===== src/rtl/if_stage.sv =====
// Instruction-fetch stage: PC register, next-PC select and the IF/ID pipeline register.
// Optional macro IF_STAGE_EXC_EN adds exception/eret redirects and AdEL fetch checking.
module if_stage #(
  parameter logic [31:0] RESET_PC   = 32'h0000_3000,
  parameter int unsigned IM_WORDS   = 4096,
  parameter logic [31:0] EXC_VECTOR = 32'h0000_4180
) (
  input  logic        clk,
  input  logic        reset,
  input  logic        stall,
  input  logic        flush,
  input  logic [1:0]  npc_sel,
  input  logic [31:0] br_target,
  input  logic [31:0] jr_target,
  input  logic [25:0] j_index,
  output logic [31:0] im_addr,
  input  logic [31:0] im_instr,
  output logic [31:0] id_instr,
  output logic [31:0] id_pc,
  output logic [31:0] id_pc8,
`ifdef IF_STAGE_EXC_EN
  input  logic        exc_req,
  input  logic        eret_req,
  input  logic [31:0] epc,
  output logic        id_exc,
  output logic [4:0]  id_exccode,
`endif
  output logic        id_valid
);

  logic [31:0] pc_q, pc_d, npc;
  logic [31:0] instr_q, instr_d, ipc_q, ipc_d, ipc8_q, ipc8_d;
  logic        valid_q, valid_d;
  logic        bubble;

`ifdef IF_STAGE_EXC_EN
  // One past the last fetchable byte; 33 bits so the bound cannot wrap.
  localparam logic [32:0] ImEnd = {1'b0, RESET_PC} + 33'(IM_WORDS) * 33'd4;

  logic       exc_q, exc_d;
  logic [4:0] code_q, code_d;
  logic       adel;

  assign adel = (pc_q[1:0] != 2'b00) || (pc_q < RESET_PC) || ({1'b0, pc_q} >= ImEnd);
`endif

  always_comb begin
    case (npc_sel)
      2'b00:   npc = pc_q + 32'd4;
      2'b01:   npc = br_target;
      2'b10:   npc = {ipc_q[31:28], j_index, 2'b00};
      default: npc = jr_target;
    endcase
  end

  always_comb begin
    pc_d    = pc_q;
    instr_d = instr_q;
    ipc_d   = ipc_q;
    ipc8_d  = ipc8_q;
    valid_d = valid_q;
    bubble  = flush;
`ifdef IF_STAGE_EXC_EN
    exc_d   = exc_q;
    code_d  = code_q;
`endif
    if (!stall) pc_d = npc;
`ifdef IF_STAGE_EXC_EN
    // Exception and eret redirect regardless of stall and squash the fetched slot.
    if (exc_req) begin
      pc_d   = EXC_VECTOR;
      bubble = 1'b1;
    end else if (eret_req) begin
      pc_d   = epc;
      bubble = 1'b1;
    end
`endif
    if (bubble) begin
      instr_d = '0;
      ipc_d   = '0;
      ipc8_d  = '0;
      valid_d = 1'b0;
`ifdef IF_STAGE_EXC_EN
      exc_d   = 1'b0;
      code_d  = '0;
`endif
    end else if (!stall) begin
      instr_d = im_instr;
      ipc_d   = pc_q;
      ipc8_d  = pc_q + 32'd8;
      valid_d = 1'b1;
`ifdef IF_STAGE_EXC_EN
      if (adel) instr_d = '0;
      exc_d  = adel;
      code_d = adel ? 5'd4 : 5'd0;
`endif
    end
  end

  always_ff @(posedge clk) begin
    if (reset) begin
      pc_q    <= RESET_PC;
      instr_q <= '0;
      ipc_q   <= '0;
      ipc8_q  <= '0;
      valid_q <= 1'b0;
`ifdef IF_STAGE_EXC_EN
      exc_q   <= 1'b0;
      code_q  <= '0;
`endif
    end else begin
      pc_q    <= pc_d;
      instr_q <= instr_d;
      ipc_q   <= ipc_d;
      ipc8_q  <= ipc8_d;
      valid_q <= valid_d;
`ifdef IF_STAGE_EXC_EN
      exc_q   <= exc_d;
      code_q  <= code_d;
`endif
    end
  end

  assign im_addr  = pc_q;
  assign id_instr = instr_q;
  assign id_pc    = ipc_q;
  assign id_pc8   = ipc8_q;
  assign id_valid = valid_q;
`ifdef IF_STAGE_EXC_EN
  assign id_exc     = exc_q;
  assign id_exccode = code_q;
`endif

endmodule


===== config.mk =====
export PLATFORM = sky130hd
export DESIGN_NAME = if_stage
export DESIGN_NICKNAME = d
export VERILOG_FILES = /design/src/rtl/if_stage.sv
export SDC_FILE = /design/constraint.sdc
export NUM_CORES = 1
export LEC_CHECK = 0
export ABC_AREA = 1
export ABC_CLOCK_PERIOD_IN_PS = 3000
export CORE_MARGIN = 2
export CORE_UTILIZATION = 48
export DETAILED_ROUTE_END_ITERATION = 6
export PLACE_DENSITY = 0.92
export SETUP_SLACK_MARGIN = 0.2
export SLEW_MARGIN = 20
export SYNTH_ARGS = -nofsm -noshare
export SYNTH_HDL_FRONTEND = slang
export SYNTH_SLANG_ARGS = --single-unit

===== constraint.sdc =====
create_clock -name clk -period 3 [get_ports clk]
set_input_delay 0.6 -clock clk [delete_from_list [all_inputs] [get_ports clk]]
set_output_delay 0.6 -clock clk [all_outputs]
set_load 0.05 [all_outputs]

# Yosys cells after proc, flatten, opt, wreduce, memory -nomap -nowiden
# Cells that the tools add are included.
# Widths: inputs -> output; s select.
# classes
addsub	2
n_eq_ne	2
mux	1
reduce_logical	2
# op_table
cell	n
$pmux 32 s3	1
$add 32x3->32 const B	1
$add 32x4->32 const B	1
$eq 2x1->1 const B	1
$eq 2x2->1 const B	1
$logic_not 2->1	1
$reduce_or 2->1	1
# word_totals
reg_bits	129
input_bits	128
elab_cells	12

# Logic depth before layout (Yosys ltp)
# logic_depth
word_depth	2
mapped_depth	11
mapped_depth_nobuf	11

# Worst setup path after synthesis
# Ideal clock, no wire load.
# synth_path
kind	reg-to-reg
from	reg pc_q[4], in the netlist im_addr[4]
to	reg pc_q[15], in the netlist im_addr[15]
setup_time_ns	0.113
t_arrival_ns	1.929
slack_ns	0.958
path_stages_with_launch	11
n_path_buf	0
synth_period_minus_slack_ns	2.042
cell_sequence	dfxtp_1 ha_1 nand2_1 nor2_4 nand2_2 nor2_4 nand2_1 nand3_1 nand3_1 o21ai_1 inv_1
# synth_between
elab_chain_cells	2
# synth_lines
item	line	rtl
start, declared	31	logic [31:0] pc_q, pc_d, npc;
start signal, assigned	112	pc_q <= pc_d;
$add 32x3->32	49	2'b00: npc = pc_q + 32'd4;
$pmux 32 s3	48	case (npc_sel)
# Every way passes these cells.
# A chain may end at the register's enable or synchronous reset.

# Worst setup path in the final report
# layout_path
from	reg pc_q[5], in the netlist im_addr[5]
to	out im_addr[5]
# layout_rtl
item	line	rtl
end, declared	16	output logic [31:0] im_addr,
# No word-level cell between the ends.

==> impl_metrics.json <==
{
  "r2r_start": "im_addr[2]",
  "power_leakage_nw": 4.264,
  "cts_tree": "done",
  "placed_cell_area_sq_um": 9230,
  "worstReg2RegEnd": "im_addr[30]",
  "grt_overflow": 0,
  "drt-initial-drc-count": 858,
  "post_cts_buffers": 0,
  "die_area_sq_um": 14600,
  "drcViolationCount": 0,
  "grt_pass1_vias": 7118,
  "finalMaxSlewViolations": 0,
  "fin_skew_ns": 0.004688,
  "fp.dieH_microns": 120.8,
  "synth_ff_type": "dfxtp_1",
  "worstSetupPathType": "reg -> out",
  "dp_hpwl_microns": 16940,
  "wl_per_cell_microns": 16.45,
  "clk_path_buf_depth": 2,
  "hold_violations": 0,
  "cp_data_required_time_ns": 2.40,
  "synth-xor-area-share_pct": 2.673,
  "syn_nets": 1121,
  "regToRegSetupSlack_ns": 0.90,
  "switching_share_pct": 29.09,
  "fp-row-count": 42,
  "synth_adder_area_share_pct": 0.3819,
  "async_reset_ff_share_pct": 0,
  "hold_start": "id_instr[6]",
  "antenna_left": 0,
  "clockPowerShare_pct": 43.2,
  "wirelength_microns": 23270,
  "path_max_fanout": 10,
  "min_path_type": "reg -> reg",
  "power.total_mw": 5.039,
  "seq_power_share_pct": 36.6,
  "setup_ws_ns": 0.4715,
  "synth_cell_types": 29,
  "finalSetupViolations": 0,
  "worst_path_max_delay_cell": "clkdlybuf4s50_1",
  "grt_max_degree": 64,
  "dp_slack_ns": 0.8575,
  "antenna_found_initial": 1,
  "combinationalPowerShare_pct": 20.2,
  "hold-path-endpoint": "id_instr[6]",
  "synth_edf_count": 0,
  "start_util_pct": 49.28,
  "worstSetupEndpointType": "output pin",
  "fin_crit_ns": 2.529,
  "rsz0062_at_grt": "no",
  "synth_area_leader_cell": "dfxtp_1",
  "max_slew_margin_pct": 57.12,
  "cts_max_level": 4,
  "insertion_delay_ns": 0.42,
  "syn-instance-count": 991,
  "grt_pass1_wl_microns": 36140,
  "die_x_microns": 120.8,
  "worst-path-buf-inv": 1,
  "yosys.area_share.simple_pct": 31.32,
  "multi_input_area_sq_um": 3324,
  "ys_seq_area_share_pct": 38.50,
  "fill_cells": 1034,
  "tightest_slew_ns": 0.6432,
  "fin_crit_sh_pct": 84.28,
  "synth_top_area_share_pct": 38.50,
  "vias": 7607,
  "synthMostInstantiatedCell": "nand2_1",
  "ys_top_cells_by_area": "dfxtp_1 38%, nand2_1 15%, a21oi_1 7.3%, inv_1 7.1%, o21ai_0 5.1%",
  "clkSlewWorstSetupHoldPaths_ns": 0.06,
  "cts_resized": 0,
  "portBuffers": 256,
  "synth_warnings": 0,
  "area_growth_pct": 50.49,
  "powerDensity_nw_per_um2": 511.0,
  "dpl.cell_count": 1381,
  "synth_commonest_cells": "264 x nand2_1, 126 x dfxtp_1, 124 x inv_1",
  "numCtsBuffers": 17,
  "synth-compound-area-share_pct": 16.33,
  "top_level_ports": 257,
  "seqCellArea_sq_um": 2522,
  "gp_congestion": 1.017,
  "max_cap_viol_count": 0,
  "final_nets": 1354,
  "design_area_sq_um": 9861,
  "cp_cell_sequence": "clkdlybuf4s50_1",
  "ctsHoldBuffers": 0,
  "cp-start-kind": "flip-flop",
  "fin_util_pct": 74.17,
  "synth_seq_cells": 126,
  "cp.arrival_ns": 1.93,
  "post_synth.cell_area_avg_sq_um": 6.612,
  "whs_path_depth": 2,
  "design.core.area_sq_um": 13300,
  "syn-cell-area_sq_um": 6553,
  "status": "completed",
  "fin_cells": 1414,
  "p_switching_mw": 1.465,
  "cts.root.buffer_cell": "clkbuf_16",
  "drive_gt1_share_pct": 6.306,
  "whs_ns": 0.4531,
  "drt_first_pass_iters": 6,
  "setup_tns_ns": 0,
  "crit_family": "buffers and inverters",
  "max_freq_mhz": 395.5,
  "irDropWorstVdd_mv": 0.3295,
  "rr_worst_depth": 10,
  "p_int_mw": 3.573,
  "clock-sinks": 126,
  "synth.area.mux_share_pct": 0,
  "via_per_inst": 5.380,
  "grt_use_total_pct": 31.55,
  "synth_top_family_by_area": "simple AND/OR/NAND/NOR gates",
  "max_stage_delay_ns": 0.91
}
[per-layer routing]
layer / up-vias / part of all wire (%) / global-route usage [%]
li1: 3655 / - / -
met3: 63 / 11 / 8.915
met4: 0 / 3.4 / 13.15
met2: 433 / 46 / 50.49
met1: 3456 / 39 / 39.77
met5: - / 0 / 0
[worst max path at each step]
stage	to	cells after the start	slack, ns	from
6_report	im_addr[5]	1	0.47	im_addr[5]
5_1_grt	im_addr[5]	1	0.44	im_addr[5]
2_1_floorplan	im_addr[15]	10	0.96	im_addr[4]
3_3_place_gp	im_addr[28]	10	0.89	npc_sel[1]
4_1_cts	im_addr[5]	1	0.46	im_addr[5]
3_5_place_dp	im_addr[5]	6	0.86	stall
[sequential cells by signal, summed over array words and instances, names as in the netlist]
name      count
im_addr      32
id_pc8       29
id_instr     32
id_pc        32
id_valid      1
[layout by cell type (no fill, tap or decap), types with 3 or more instances in the layout]
| master | n |
|---|---|
| o21ai_1 | 11 |
| dfxtp_1 | 126 |
| nand2_4 | 3 |
| xor2_1 | 20 |
| o21ai_0 | 67 |
| nand4_1 | 26 |
| buf_4 | 10 |
| clkinvlp_4 | 3 |
| a21oi_1 | 95 |
| clkbuf_16 | 17 |
| nand2_2 | 9 |
| nor2_4 | 6 |
| o211ai_1 | 7 |
| nand2_1 | 264 |
| clkbuf_8 | 5 |
| inv_1 | 123 |
| a22o_1 | 12 |
| nand3_1 | 63 |
| nor2_2 | 11 |
| bufinv_16 | 3 |
| buf_12 | 3 |
| clkdlybuf4s50_1 | 255 |
| nor2_1 | 79 |
[power by group through the flow]
stage	Clock, mW	Sequential (mW)	Combinational (mW)
6_report	2.17	1.85	1.02
3_5_place_dp	0	1.88	1.01
5_1_grt	2.26	1.85	1.09
3_3_place_gp	0	1.87	0.995
2_1_floorplan	0	2.13	0.316
4_1_cts	2.19	1.84	1.01
[area by class of cell]
type                       instances  share of cell area, %
clock inverter                     8                  1.282
inverter                         126                  4.822
multi-input combinational        685                  33.71
tap                              176                  2.233
timing repair buffer             268                  27.26
antenna                            1                0.02538
sequential                       126                  25.58
clock buffer                      24                  5.088
[cell families (layout without fill, tap and decap cells)]
family	Yosys count	in the layout
other	0	1
and+or+nand+nor	465	465
xor gates and xnor gates	20	20
AOI/OAI and AO/OA	198	198
buffers and inverters	180	426
adders and majority gates	2	2
DFF	126	126
Note: power is estimated with default switching activity, not from simulation.
